File: config.mk
export PLATFORM = sky130hd
export DESIGN_NAME = arr2x2_collector
export DESIGN_NICKNAME = d
export VERILOG_FILES = /design/src/rtl/arr_pkg.sv /design/src/rtl/arr_res_fifo.sv /design/src/rtl/arr2x2_collector.sv
export SDC_FILE = /design/constraint.sdc
export NUM_CORES = 1
export LEC_CHECK = 0
export CAP_MARGIN = 20
export CELL_PAD_IN_SITES_DETAIL_PLACEMENT = 1
export CELL_PAD_IN_SITES_GLOBAL_PLACEMENT = 2
export CORE_ASPECT_RATIO = 1.4
export CORE_MARGIN = 1
export CORE_UTILIZATION = 43
export CTS_BUF_LIST = sky130_fd_sc_hd__clkbuf_4 sky130_fd_sc_hd__clkbuf_8
export DETAILED_ROUTE_END_ITERATION = 16
export GPL_ROUTABILITY_DRIVEN = 0
export GPL_TIMING_DRIVEN = 0
export PLACE_DENSITY = 0.92
export SYNTH_ARGS = -nofsm -noshare
export SYNTH_HDL_FRONTEND = slang
export SYNTH_SLANG_ARGS = --single-unit
File: constraint.sdc
create_clock -name clk -period 2.62 [get_ports clk]
set_input_delay 0.524 -clock clk [delete_from_list [all_inputs] [get_ports clk]]
set_output_delay 0.524 -clock clk [all_outputs]
set_load 0.05 [all_outputs]
File: src/rtl/arr_pkg.sv
// Shared definitions for the 2x2 array result collector.
// Holds the accumulator/output widths, the collector state encoding,
// the result-entry payload and the saturating narrowing helper.
// The collector selects saturation with the ARR_COLL_SAT_EN macro.
package arr_pkg;

    localparam int unsigned ACC_W = 24;
    localparam int unsigned OUT_W = 16;

    // Collector state enum, kept as plain constants for legacy tools
    typedef logic [1:0] coll_state_t;
    localparam coll_state_t ST_IDLE = 2'd0;
    localparam coll_state_t ST_WAIT = 2'd1;
    localparam coll_state_t ST_CAP1 = 2'd2;
    localparam coll_state_t ST_CAP2 = 2'd3;

    typedef struct packed {
        logic [OUT_W-1:0] val;
        logic             sat;
    } narrow_t;

    typedef struct packed {
        logic [OUT_W-1:0] c1;
        logic [OUT_W-1:0] c2;
        logic             sat;
    } res_entry_t;

    // Clamp a signed accumulator into the signed output range
    function automatic narrow_t sat_narrow(input logic [ACC_W-1:0] acc);
        narrow_t r;
        logic [ACC_W-OUT_W:0] hi;
        hi = acc[ACC_W-1:OUT_W-1];
        if ((&hi) || !(|hi)) begin
            r = '{val: acc[OUT_W-1:0], sat: 1'b0};
        end else if (acc[ACC_W-1]) begin
            r = '{val: {1'b1, {(OUT_W-1){1'b0}}}, sat: 1'b1};
        end else begin
            r = '{val: {1'b0, {(OUT_W-1){1'b1}}}, sat: 1'b1};
        end
        return r;
    endfunction

endpackage

File: src/rtl/arr_res_fifo.sv
// Result FIFO with a registered head.
// Ports: clk, rst_n; push/wdata write side; pop/rdata/valid read side;
// cnt = occupancy. valid rises one cycle after a push into an empty FIFO.
module arr_res_fifo #(
    parameter int unsigned W     = 33,
    parameter int unsigned DEPTH = 4
) (
    input  logic                    clk,
    input  logic                    rst_n,
    input  logic                    push,
    input  logic [W-1:0]            wdata,
    input  logic                    pop,
    output logic [W-1:0]            rdata,
    output logic                    valid,
    output logic [$clog2(DEPTH):0]  cnt
);

    localparam int unsigned PTR_W = $clog2(DEPTH);
    localparam int unsigned CNT_W = PTR_W + 1;

    logic [W-1:0]     mem [DEPTH];
    logic [PTR_W-1:0] rd_ptr;
    logic [PTR_W-1:0] wr_ptr;
    logic [PTR_W-1:0] rd_next;
    logic [CNT_W-1:0] cnt_next;
    logic             do_push;
    logic             do_pop;

    // Pointer/count next values; pointers wrap naturally (DEPTH is 2^n)
    always_comb begin
        do_pop   = pop && valid;
        do_push  = push && ((cnt < CNT_W'(DEPTH)) || do_pop);
        rd_next  = rd_ptr + PTR_W'(do_pop);
        cnt_next = cnt + CNT_W'(do_push) - CNT_W'(do_pop);
    end

    // Storage, pointers and registered head; bypass when the new head is written now
    always_ff @(posedge clk or negedge rst_n) begin
        if (!rst_n) begin
            rd_ptr <= '0;
            wr_ptr <= '0;
            cnt    <= '0;
            valid  <= 1'b0;
            rdata  <= '0;
            for (int unsigned i = 0; i < DEPTH; i++) mem[i] <= '0;
        end else begin
            if (do_push) mem[wr_ptr] <= wdata;
            wr_ptr <= wr_ptr + PTR_W'(do_push);
            rd_ptr <= rd_next;
            cnt    <= cnt_next;
            valid  <= (cnt_next != '0) && (cnt != '0);
            rdata  <= (do_push && (wr_ptr == rd_next)) ? wdata : mem[rd_next];
        end
    end

endmodule

File: src/rtl/arr2x2_collector.sv
// Collects the skewed column accumulators of a 2x2 array pass, narrows
// them to 16 bits and queues the result pairs in a FIFO.
// Ports: clk, rst_n, hold, start/start_rdy, c1_in/c2_in (24b signed),
// res_valid/res_ready/res_c1/res_c2/sat_flag, busy, fifo_cnt.
// Define ARR_COLL_SAT_EN for saturating narrowing (default: truncation).
module arr2x2_collector
    import arr_pkg::*;
#(
    parameter int unsigned LAT   = 3,
    parameter int unsigned DEPTH = 4
) (
    input  logic                    clk,
    input  logic                    rst_n,
    input  logic                    hold,
    input  logic                    start,
    output logic                    start_rdy,
    input  logic [ACC_W-1:0]        c1_in,
    input  logic [ACC_W-1:0]        c2_in,
    output logic                    res_valid,
    input  logic                    res_ready,
    output logic [OUT_W-1:0]        res_c1,
    output logic [OUT_W-1:0]        res_c2,
    output logic                    sat_flag,
    output logic                    busy,
    output logic [$clog2(DEPTH):0]  fifo_cnt
);

    localparam int unsigned CNT_W  = $clog2(DEPTH) + 1;
    localparam int unsigned LCNT_W = $clog2(LAT + 1);

    coll_state_t       state;
    coll_state_t       state_next;
    logic [LCNT_W-1:0] lcnt;
    logic [LCNT_W-1:0] lcnt_next;
    narrow_t           c1_q;
    narrow_t           c1_q_next;
    narrow_t           c1_n;
    narrow_t           c2_n;
    res_entry_t        entry;
    res_entry_t        head;
    logic              push;
    logic              pop;
    logic [CNT_W-1:0]  cnt_next;

`ifdef ARR_COLL_SAT_EN
    assign c1_n = sat_narrow(c1_in);
    assign c2_n = sat_narrow(c2_in);
`else
    logic unused_hi;
    assign c1_n = '{val: c1_in[OUT_W-1:0], sat: 1'b0};
    assign c2_n = '{val: c2_in[OUT_W-1:0], sat: 1'b0};
    assign unused_hi = ^{c1_in[ACC_W-1:OUT_W], c2_in[ACC_W-1:OUT_W]};
`endif

    // Next-state logic; hold freezes the whole capture side
    always_comb begin
        state_next = state;
        lcnt_next  = lcnt;
        c1_q_next  = c1_q;
        push       = 1'b0;
        if (!hold) begin
            case (state)
                ST_IDLE: begin
                    if (start && start_rdy) begin
                        lcnt_next  = LCNT_W'(LAT - 1);
                        state_next = (LAT == 1) ? ST_CAP1 : ST_WAIT;
                    end
                end
                ST_WAIT: begin
                    lcnt_next = lcnt - LCNT_W'(1);
                    if (lcnt <= LCNT_W'(1)) state_next = ST_CAP1;
                end
                ST_CAP1: begin
                    c1_q_next  = c1_n;
                    state_next = ST_CAP2;
                end
                ST_CAP2: begin
                    push       = 1'b1;
                    state_next = ST_IDLE;
                end
                default: state_next = ST_IDLE;
            endcase
        end
    end

    assign entry    = '{c1: c1_q.val, c2: c2_n.val, sat: c1_q.sat | c2_n.sat};
    assign pop      = res_valid && res_ready;
    assign cnt_next = fifo_cnt + CNT_W'(push) - CNT_W'(pop);

    // State register plus registered handshake/status outputs
    always_ff @(posedge clk or negedge rst_n) begin
        if (!rst_n) begin
            state     <= ST_IDLE;
            lcnt      <= '0;
            c1_q      <= '0;
            busy      <= 1'b0;
            start_rdy <= 1'b0;
        end else begin
            state     <= state_next;
            lcnt      <= lcnt_next;
            c1_q      <= c1_q_next;
            busy      <= (state_next != ST_IDLE);
            start_rdy <= (state_next == ST_IDLE) && (cnt_next < CNT_W'(DEPTH));
        end
    end

    arr_res_fifo #(
        .W     ($bits(res_entry_t)),
        .DEPTH (DEPTH)
    ) u_fifo (
        .clk   (clk),
        .rst_n (rst_n),
        .push  (push),
        .wdata (entry),
        .pop   (pop),
        .rdata (head),
        .valid (res_valid),
        .cnt   (fifo_cnt)
    );

    assign res_c1   = head.c1;
    assign res_c2   = head.c2;
    assign sat_flag = head.sat;

endmodule

== Word-level counts from Yosys, hierarchy flattened ==
Index checks and enable logic that the tools add are counted.
Storage, ports and cells
  flip-flop bits (word level): 195
  bits of input ports: 53
  output and inout bits: 39
  word-level logic and storage cells: 67
Operators by class
  add/sub/neg operators: 7
  $lt $le $gt $ge: 6
  equal/unequal tests: 5
  multiplexer cells: 15
  bitwise gates (word level): 3
  reduce and logical (&&, ||, !) cells: 17
Operator list (number)
  $bwmux 132: 1
  $mux 33: 4
  $bmux 33 s2: 1
  $demux 33 s2: 1
  $logic_and 1x1->1: 8
  $mux 2: 4
  $pmux 2 s4: 1
  $add 3x1->3: 2
  $ge 3x3->1 const B: 2
  $lt 3x3->1 const B: 2
  $not 2->3: 2
  $reduce_bool 3->1: 2
  $sub 3x1->3: 2
  $add 2x1->2: 2
  $eq 2x2->1 const B: 2
  $logic_not 2->1: 2
  $pmux 2 s2: 1
  $reduce_bool 2->1: 2
  $lt 3x1->1 const B: 1
  $reduce_and 3->1: 1
  $eq 2x1->1 const B: 1
  $eq 2x2->1: 1
  $le 2x1->1 const B: 1
  $mux 1: 2
  other kinds (5): 5

== Longest topological paths before layout ==
  depth after elaboration: 8
  mapped depth: 9
  depth with buffers taken out: 9

== Cells and area by module ==
Synthesis repeated with hierarchy kept, for this count alone.
Second synthesis, totals
  cell total of the unflattened synthesis: 718
  area, all modules: 9235.1 µm²
Modules (own cells, without submodules)
  arr_res_fifo: instances 1, cells an instance 643, area an instance 8197.9 µm², seq. area each 4329.2 µm²
  arr2x2_collector: instances 1, cells an instance 75, area an instance 1037.2 µm², seq. area each 550.5 µm²

== Least setup slack after synthesis ==
No wires, ideal clock.
  path type: reg-to-reg
  start point: register u_fifo.valid
  end point: register u_fifo.rdata[10]
  data arrival time: 2.451 ns
  required time: 2.493 ns
  slack: 0.041 ns
  stages on the path, launching flop included: 8
  path through: dfrtp_1 -> nand2_1 -> inv_1 -> ha_1 -> clkbuf_1 -> buf_2 -> mux4_2 -> mux2_1
On the way
  cells in the longest elaborated chain, start to end: 8
RTL lines
  start: declaration: line arr_res_fifo.sv:14  | output logic valid,
  start signal: assignment: line arr_res_fifo.sv:51  | valid <= (cnt_next != '0) && (cnt != '0);
  $logic_and 1x1->1: line arr2x2_collector.sv:87  | assign pop = res_valid && res_ready;
  $logic_and 1x1->1 *: line arr_res_fifo.sv:31  | do_pop = pop && valid;
  $add 2x1->2 *: line arr_res_fifo.sv:33  | rd_next = rd_ptr + PTR_W'(do_pop);
  net u_fifo.rd_next[0]: line arr_res_fifo.sv:24  | logic [PTR_W-1:0] rd_next;
  $not 2->3 (not written as such): line arr_res_fifo.sv:52  | rdata <= (do_push && (wr_ptr == rd_next)) ? wdata : mem[rd_next];
  $bmux 33 s2: line arr_res_fifo.sv:52
  $mux 33 (not written as such) (2 in series): line arr_res_fifo.sv:52
  $mux 33 *: line arr_res_fifo.sv:52
  end signal: assignment: line arr_res_fifo.sv:52
  end: declaration: line arr_res_fifo.sv:13  | output logic [W-1:0] rdata,
The timed path passes the listed nets; every way through them passes the cells marked *. The select of a mux whose other input is x is not followed.
A chain may end at the register's enable or synchronous reset.

== Worst setup path after layout ==
  start point: input port res_ready
  end point: register u_fifo.rdata[8]
On the way
  cells in the longest elaborated chain, start to end: 8
RTL lines
  start: declaration: line arr2x2_collector.sv:20  | input logic res_ready,
  $logic_and 1x1->1 *: line arr2x2_collector.sv:87
  $logic_and 1x1->1 *: line arr_res_fifo.sv:31
  $add 2x1->2: line arr_res_fifo.sv:33
  $not 2->3 (not written as such): line arr_res_fifo.sv:52
  $bmux 33 s2: line arr_res_fifo.sv:52
  $mux 33 (not written as such) (2 in series): line arr_res_fifo.sv:52
  $mux 33 *: line arr_res_fifo.sv:52
Every way passes the cells marked *; elsewhere a longest branch is shown, timed or not. The select of a mux whose other input is x is not followed.

==> run summary <==
status - finished clean
H-tree levels - 4
Crit Path Max Fanout - 10
Vias - 4384
I/O Pins - 92
Core Footprint - 18600 µm²
relative slew slack - 0.463
adder-cell share of the synthesized area - 0.0101
max_cap viols - 0
syn_area_per_cell - 16.9 µm²
Clock Pin Slew Worst Setup and Hold Paths - 90 ps
DRT iter0 DRCs - 112
Synth Register Bits - 190
number of global-route vias before repair - 5151
pre-CTS setup slack - -708 ps
Hold Path Class - in -> async
kind of critical path - in -> reg
core occupancy in the finished layout - 0.522
ys async rst share - 1.00
CTS Sinks - 190
main combinational cell family by area after synthesis - multiplexers
WL/cell - 19.8 µm
Root Buffer - clkbuf_8
worst hold margin - 24.4 ps
DRT Wirelength - 16500 µm
Final HPWL DP - 11000 µm
sequential fraction of the synthesis area - 0.584
Cell variety after synth - 34
Clock power frac - 0.206
Worst setup SP type - primary input
number of flops mapped to enable cells by yosys - 0
GRT Total Usage - 0.189
GRT overflow - 0
die width - 118 µm
CTS tree - built
endpoint class of the critical path - flip-flop
Setup Skew - 12.4 ps
final setup TNS - 0 ps
Worst Setup Slack, final - 158 ps
top cells by count, synth - 190 x dfrtp_1, 170 x mux2_2, 32 x mux4_2, 10 x buf_6, 9 x inv_1
worst-margin pin slew - 802 ps
post-route antenna net violation count - 0
Crit path arrival time - 2820 ps
Synth Area in Compound Gates - 0.00999
die span in y - 165 µm
Gate power share - 0.364
first-pass GRT wire length - 27700 µm
cells taking the most area after synthesis - dfrtp_1 58%, mux2_2 24%, mux4_2 8.8%
largest net degree at the start of global routing - 111
Req. time, crit path - 2980 ps
Int Pwr - 0.00701 W
sequential share of power - 0.430
sequential standard cell area - 4750 µm²
Synth Area in Simple Gates - 0.0207
switching part of the total - 0.328
Clock Latency Late Sink - 470 ps
final hold vios - 0
port bufs - 73
drt via density - 5.26
# placed instances - 800
Static Leak - 4.54 nW
Post-Layout Cell Count - 833
router iterations before antenna repair - 4
Post-Synth XOR/XNOR Area - 0.00830
DIE AREA - 19500 µm²
Synthesized Nets - 541
unrepaired setup endpoints after global routing - false
Final nets - 636
crit path time final - 2460 ps
cell with the most instances after synthesis - dfrtp_1
ant diodes - 0
Top FF cell, synth - dfrtp_1
cell taking the most area after synthesis - dfrtp_1
layout cells sized above 1 - 0.467
Max VDD drop - 0.596 mV
final setup fails - 0
initial antenna violation count - 0
cell area after synthesis - 8140 µm²
fmax - 406 MHz
Ys Warns - 0
synthesis-to-finish area growth - 19.1%
area of the multi-input gates - 3140 µm²
fillers - 1769
period utilization - 0.940
Yosys top cell area share - 0.584
CTS Buf Count - 17
P_sw - 0.00343 W
mux cell area share after synthesis - 0.335
DRC - 0
Post-Synthesis Cells - 482
Max Slew Vio Count - 0
power density over the cells - 1080 nW/µm²
hold buffer count at CTS - 0
row count - 59
clk buf depth - 2
Initial Utilization - 0.438
==> critical path: stages <==
cell and delay (ps):
clkdlybuf4s50_1 460, nand2_1 120, inv_1 80, ha_1 240, xor2_4 330, xor2_2 150, nor3_4 210, buf_4 170
buf_6 170, mux2_2 350
==> placed cells by master, fill, tap and decap left out, types with 2 or more instances in the layout <==
cell / n
mux2_2: 170
bufinv_16: 4
a21oi_1: 3
dfrtp_1: 190
buf_2: 4
clkbuf_8: 20
xor2_1: 2
nor3_4: 2
clkbuf_4: 5
mux2_1: 8
o21ai_0: 2
nor2_1: 4
mux4_2: 32
inv_1: 9
clkbuf_2: 3
nand2_1: 2
ha_1: 5
xnor2_1: 2
o31a_1: 2
or3_1: 3
clkdlybuf4s50_1: 72
buf_6: 10
buf_4: 11
nor3b_4: 2
==> layer usage <==
metal | share of wire | wire length (µm) | vias to the layer above | GRT usage
met5 | 0 | 0 | - | 0
met4 | 0.012 | 206 | 0 | 0.0577
met3 | 0.034 | 557 | 15 | 0.0497
met2 | 0.54 | 8960 | 88 | 0.339
met1 | 0.41 | 6770 | 2343 | 0.222
li1 | - | - | 1938 | -
==> timing repair <==
item / 4_1_cts / 5_1_grt
setup buffers: 0 / 2
resized for setup: 2 / 7
setup endpoints to repair: 30 / 30
pin swaps: 0 / 1
==> final timing paths <==
check | cells after the start | slack (ps) | start | to
hold reg to reg | 1 | 500 | u_fifo.mem[35] | u_fifo.mem[35]
setup / recovery | 10 | 160 | res_ready | u_fifo.rdata[8]
max in group asynchronous | 2 | 1640 | rst_n | u_fifo.mem[123]
setup reg to reg | 7 | 220 | u_fifo.valid | u_fifo.rdata[30]
hold / removal | 1 | 20 | rst_n | u_fifo.mem[105]
min in group clk | 2 | 290 | hold | state[0]
==> cell type report <==
cell class                 count  area share
clock buffer                  23      0.0307
tap                          244      0.0315
multi-input combinational    253       0.324
sequential                   190       0.490
inverter                      10     0.00387
buffer                        29      0.0241
timing repair buffer          76      0.0802
clock inverter                 8      0.0159
==> power by group through the flow <==
stage          logic, W  clock network, W  registers (W)
6_report        0.00380           0.00215        0.00449
2_1_floorplan   0.00241                 0        0.00479
5_1_grt         0.00411           0.00232        0.00462
3_3_place_gp    0.00367                 0        0.00442
4_1_cts         0.00384           0.00221        0.00449
3_5_place_dp    0.00381                 0        0.00454
==> kinds of logic (layout without fill, tap and decap cells) <==
kind of cell	after synthesis	in the layout
compound gates	11	11
simple gates	19	19
flops	190	190
buf+inv	39	146
xor+xnor	6	6
fa+ha+maj	6	6
mux	210	210
other cells	1	1
==> state kept, by name (all words and copies together) (netlist names) <==
| register | cells |
|---|---|
| u_fifo.valid | 1 |
| lcnt | 2 |
| u_fifo.rd_ptr | 2 |
| state | 2 |
| u_fifo.rdata | 32 |
| u_fifo.wr_ptr | 2 |
| start_rdy | 1 |
| u_fifo.cnt | 3 |
| u_fifo.mem | 128 |
| busy | 1 |
| c1_q | 16 |
==> stage by stage <==
step                total power (W)  area [µm²]
detailed placement          0.00836        9210
finish                       0.0104        9700
global placement            0.00809        9180
CTS                          0.0105        9670
floorplan                   0.00720        8140
global route                 0.0110        9700
Note: power is estimated with default switching activity, not from simulation.
